===== src/rtl/req_encoder_pkg.sv =====
// Shared types and helpers for the active-low request encoder.
// Selection helper is used by both priority builds.
package req_encoder_pkg;

  localparam int NUM_REQ = 16;
  localparam int CODE_W  = 4;

  typedef enum logic {
    IDLE,
    PRESENT
  } state_t;

  // First set bit of elig scanning ptr, ptr+1, ... modulo 16.
  function automatic logic [CODE_W-1:0] rr_first(
    input logic [NUM_REQ-1:0] elig,
    input logic [CODE_W-1:0]  ptr
  );
    logic [CODE_W-1:0] idx;
    logic              found;
    rr_first = '0;
    found    = 1'b0;
    for (int k = 0; k < NUM_REQ; k++) begin
      idx = ptr + CODE_W'(k);
      if (!found && elig[idx]) begin
        rr_first = idx;
        found    = 1'b1;
      end
    end
  endfunction

endpackage


===== src/rtl/req_encoder_16x4_neg_sync.sv =====
// Multi-flop synchronizer for asynchronous active-low buses.
// Resets to all-ones so lines start in the inactive state.
module neg_bus_sync #(
  parameter int W      = 16,
  parameter int STAGES = 2
) (
  input  logic         clk,
  input  logic         rst_n,
  input  logic [W-1:0] i_d,
  output logic [W-1:0] o_q
);

  logic [W-1:0] r_ff [STAGES];

  always_ff @(posedge clk or negedge rst_n) begin
    if (!rst_n) begin
      for (int i = 0; i < STAGES; i++) begin
        r_ff[i] <= '1;
      end
    end else begin
      r_ff[0] <= i_d;
      for (int i = 1; i < STAGES; i++) begin
        r_ff[i] <= r_ff[i-1];
      end
    end
  end

  assign o_q = r_ff[STAGES-1];

endmodule


===== src/rtl/req_encoder_16x4_neg.sv =====
// 16-to-4 encoder for async active-low requests, valid/ack handshake.
// Define REQ_ENCODER_FIXED_PRIO_EN for fixed lowest-index priority.
module req_encoder_16x4_neg #(
  parameter int SYNC_STAGES = 2,
  parameter int NUM_REQ     = 16
) (
  input  logic        clk,
  input  logic        reset_n,
  input  logic [15:0] req_n,
  input  logic [15:0] mask_n,
  output logic [3:0]  code,
  output logic        valid,
  input  logic        ack,
  output logic [15:0] grant_n,
  output logic [15:0] pending
);

  import req_encoder_pkg::*;

  if (NUM_REQ != 16) begin : g_bad_num
    $error("NUM_REQ must be 16");
  end
  if (SYNC_STAGES < 2 || SYNC_STAGES > 4) begin : g_bad_sync
    $error("SYNC_STAGES must be 2..4");
  end

  logic [15:0] w_sync;
  logic [15:0] w_fall;
  logic [15:0] w_elig;
  logic [15:0] w_clr;
  logic [15:0] r_prev;
  logic [15:0] r_pending;
  logic [3:0]  r_code;
  logic [3:0]  w_code_nxt;
  state_t      r_state;
  state_t      w_state_nxt;

  neg_bus_sync #(
    .W      (16),
    .STAGES (SYNC_STAGES)
  ) u_sync (
    .clk   (clk),
    .rst_n (reset_n),
    .i_d   (req_n),
    .o_q   (w_sync)
  );

  assign w_fall = r_prev & ~w_sync;
  assign w_elig = r_pending & ~mask_n;

`ifdef REQ_ENCODER_FIXED_PRIO_EN
  always_comb begin
    w_state_nxt = r_state;
    w_code_nxt  = r_code;
    w_clr       = '0;
    unique case (r_state)
      IDLE: begin
        if (|w_elig) begin
          w_state_nxt = PRESENT;
          w_code_nxt  = rr_first(w_elig, 4'd0);
        end
      end
      PRESENT: begin
        if (ack) begin
          w_state_nxt = IDLE;
          w_clr       = 16'h1 << r_code;
        end
      end
      default: w_state_nxt = IDLE;
    endcase
  end
`else
  logic [3:0] r_ptr;
  logic [3:0] w_ptr_nxt;

  always_comb begin
    w_state_nxt = r_state;
    w_code_nxt  = r_code;
    w_ptr_nxt   = r_ptr;
    w_clr       = '0;
    unique case (r_state)
      IDLE: begin
        if (|w_elig) begin
          w_state_nxt = PRESENT;
          w_code_nxt  = rr_first(w_elig, r_ptr);
        end
      end
      PRESENT: begin
        if (ack) begin
          w_state_nxt = IDLE;
          w_clr       = 16'h1 << r_code;
          w_ptr_nxt   = r_code + 4'd1;
        end
      end
      default: w_state_nxt = IDLE;
    endcase
  end

  always_ff @(posedge clk or negedge reset_n) begin
    if (!reset_n) begin
      r_ptr <= '0;
    end else begin
      r_ptr <= w_ptr_nxt;
    end
  end
`endif

  // Set beats clear so an edge coinciding with ack is not lost.
  always_ff @(posedge clk or negedge reset_n) begin
    if (!reset_n) begin
      r_prev    <= '1;
      r_pending <= '0;
      r_code    <= '0;
      r_state   <= IDLE;
    end else begin
      r_prev    <= w_sync;
      r_pending <= (r_pending & ~w_clr) | w_fall;
      r_code    <= w_code_nxt;
      r_state   <= w_state_nxt;
    end
  end

  assign valid   = (r_state == PRESENT);
  assign code    = r_code;
  assign pending = r_pending;
  assign grant_n = valid ? ~(16'h1 << r_code) : 16'hFFFF;

endmodule


===== config.mk =====
export PLATFORM = sky130hd
export DESIGN_NAME = req_encoder_16x4_neg
export DESIGN_NICKNAME = d
export VERILOG_FILES = /design/src/rtl/req_encoder_pkg.sv /design/src/rtl/req_encoder_16x4_neg_sync.sv /design/src/rtl/req_encoder_16x4_neg.sv
export SDC_FILE = /design/constraint.sdc
export NUM_CORES = 1
export LEC_CHECK = 0
export ABC_AREA = 1
export CAP_MARGIN = 20
export CORE_MARGIN = 2
export CORE_UTILIZATION = 54
export CTS_CLUSTER_SIZE = 25
export DETAILED_ROUTE_END_ITERATION = 8
export PLACE_DENSITY = 0.78
export SLEW_MARGIN = 5
export SYNTH_ARGS = -nofsm -noshare
export SYNTH_HDL_FRONTEND = slang
export SYNTH_SLANG_ARGS = --single-unit
export TNS_END_PERCENT = 30

===== constraint.sdc =====
create_clock -name clk -period 4.23 [get_ports clk]
set_clock_uncertainty 0.2 [all_clocks]
set_input_delay 0.423 -clock clk [delete_from_list [all_inputs] [get_ports clk]]
set_output_delay 0.423 -clock clk [all_outputs]
set_load 0.01 [all_outputs]

==> flow_summary.toml <==
[placement]
gp_congestion = 0.944
io_buffers = 71
dpl.hpwl_um = 10000
placed_area_um2 = 5250
dp.cells = 753

[layout]
final_common_cell = "nand3_1"
stdcell_area_um2 = 5460
fillers = 700
diodes = 0
instances_no_fill = 770
nets = 708
layout_common_cells = "nand3_1, nand2_1, inv_1, clkdlybuf4s50_1, nor2_1"
layout-drive-gt1-share = 0.138
synthToLayoutAreaGrowth_pct = 23.1

[logic_synthesis]
synth.largest_area_cell = "dfstp_2"
yosysSeqAreaShare = 0.425
synthFlopType = "dfstp_2"
yosys_warnings = 0
synth-edff-count = 0
synthTopCellsByArea = "dfstp_2, nand3_1, dfrtp_1"
syn-instance-count = 589
netlist-cell-type-count = 40
syn_area_per_cell_um2 = 7.54
ys_ff_latch = 73
synth_top_cell_area_share = 0.284
synthArstFlopShare = 1.00
syn_nets = 637
synth_area_um2 = 4440

[clock_tree]
cts-root-buf = "clkbuf_8"
cts_sinks = 73
clock_path_buffers = 2
clock_latency_ns = 0.36
numCtsBuffers = 9
post_cts_buffers = 0
htree_levels = 3
cts_tree = "done"
path_clk_slew_ns = 0.09

[global_route]
grt_pass1_wl_um = 21700
grt_max_degree = 38
antenna_found_initial = 0
grt_usage = 0.318
grt_pass1_vias = 4401
overflow = 0

[critical_path]
crit_type = "flop to flop"
path_max_fanout = 20
crit_path_start = "r_ptr[0]"
r2r_slack_ns = 0.52
cp.arrival_ns = 3.75
crit_end = "code[2]"
required_ns = 4.27
cp-start-kind = "flop"
r2r_cells = 18
r2r-end = "code[2]"
reg2reg_from = "r_ptr[0]"
worstSetupEndpointType = "flop"

[timing]
slew_headroom = 0.478
finalCriticalPeriod_ns = 3.71
rsz0062_at_grt = "false"
max_freq_mhz = 270
final-hold-violation-count = 0
setup_viol = 0
post-route-period-util = 0.877
tns_ns = 0
max_slew.worst_pin.slew_ns = 0.783
slew_violations = 0

[floorplanning]
die_area_um2 = 8960
die_w_um = 94.7
start_util = 0.549
num_rows = 33
die_h_um = 94.7
pin_count = 72
core_um2 = 8090

[run_status]
outcome = "complete, no violations"

[route]
postRouteAntennaNets = 0
wl_per_cell_um = 17.5
drc = 0
routed_wirelength_um = 13400
firstDrtPassIters = 5
viasPerCell = 5.78
dr.first_iter.drc_count = 346
num_vias = 4450

[worst_hold_path]
hold_class = "flop to flop"

[power_and_ir_drop]
vdd_drop_max_v = 0.000311
power_density_nw_per_um2 = 885
leakage_nw = 2.56

[run]
maxCapViolations = 0
-- synthesized netlist by cell type (all sizes together), types with 2 or more instances --
library cell and instances:
dfstp 48, nand3 143, clkinv 2, nor3 12, o21bai 2, ha 13, clkbuf 12, and2 2
nand2 107, xor2 6, a221oi 4, dfrtp 25, o22ai 9, inv 81, nor4 7, buf 7
o21ai 28, nor2 54, nand4 14, a21oi 7
-- cell type report --
| cell class | count | area (um2) | share of cell area |
|---|---|---|---|
| clock inverter | 7 | 85.1 | 0.0156 |
| sequential | 73 | 1890 | 0.345 |
| tap | 105 | 131 | 0.0240 |
| multi-input combinational | 414 | 2150 | 0.394 |
| timing repair buffer | 79 | 768 | 0.141 |
| inverter | 83 | 314 | 0.0575 |
| clock buffer | 9 | 124 | 0.0227 |
-- report_power, final --
part / switching, mW / internal, mW / leakage, nW
clock network: 0.302 / 0.285 / 0.100
registers: 0.170 / 0.809 / 0.761
logic: 2.25 / 1.02 / 1.70
-- how the worst min path moves through the flow --
stage | startpoint | endpoint | slack [ns] | cells after the start
global placement | u_sync.r_ff[24] | u_sync.o_q[8] | 0.15 | 0
detailed placement | u_sync.r_ff[23] | u_sync.o_q[7] | 0.15 | 0
floorplan | reset_n | code[0] | -0.07 | 0
finish | u_sync.r_ff[30] | u_sync.o_q[14] | 0.15 | 0
CTS | u_sync.r_ff[30] | u_sync.o_q[14] | 0.16 | 0
global route | u_sync.r_ff[30] | u_sync.o_q[14] | 0.15 | 0
-- per-stage QoR --
step | power [mW] | util | setup slack [ns] | hold slack [ns]
global route | 5.25 | 0.675 | 0.232 | 0.151
detailed placement | 4.16 | 0.648 | 0.599 | 0.147
floorplan | 3.23 | - | 0.932 | -0.0726
finish | 4.83 | 0.675 | 0.520 | 0.152
CTS | 4.77 | 0.675 | 0.590 | 0.156
global placement | 4.13 | 0.648 | 0.748 | 0.146
-- per-layer routing --
metal	wire, um	global-route usage	share of wire
met1	5830	0.421	0.43
met5	0	0	0
met3	987	0.0615	0.073
met4	295	0.114	0.022
met2	6330	0.521	0.47
-- cell families (layout without fill, tap and decap cells) --
logic type,count (synthesis),after routing,synth area share
xor gates and xnor gates,7,7,0.0172
and+or+nand+nor,341,341,0.362
DFF,73,73,0.425
AOI/OAI and AO/OA,53,53,0.0690
adders and majority gates,13,13,0.0366
buffers and inverters,102,178,0.0896
-- what timing repair did --
item,4_1_cts,5_1_grt
setup endpoints to repair,0,0
resized for setup,0,0
endpoints found under the hold margin,9,0
hold buffers,1,0
-- state kept, by name, summed over array words and instances, names as in the netlist --
register     cells
r_ptr            4
r_prev          16
pending         16
u_sync.o_q      16
u_sync.r_ff     16
valid            1
code             4
-- critical path, cell delays in order (launching register included) --
cell	delay, ns
dfrtp_1	0.48
inv_2	0.32
ha_1	0.31
inv_1	0.32
nand3_1	0.22
nand3_1	0.17
nand3_1	0.09
nand2_2	0.11
nand3_2	0.12
nor2_4	0.12
nand4_2	0.10
nor2_4	0.21
nand4_4	0.14
nor2_4	0.17
nand2_2	0.10
nor3_4	0.19
a21oi_1	0.10
nand2_1	0.09
nand2_1	0.04
(Power assumes the default switching activity.)
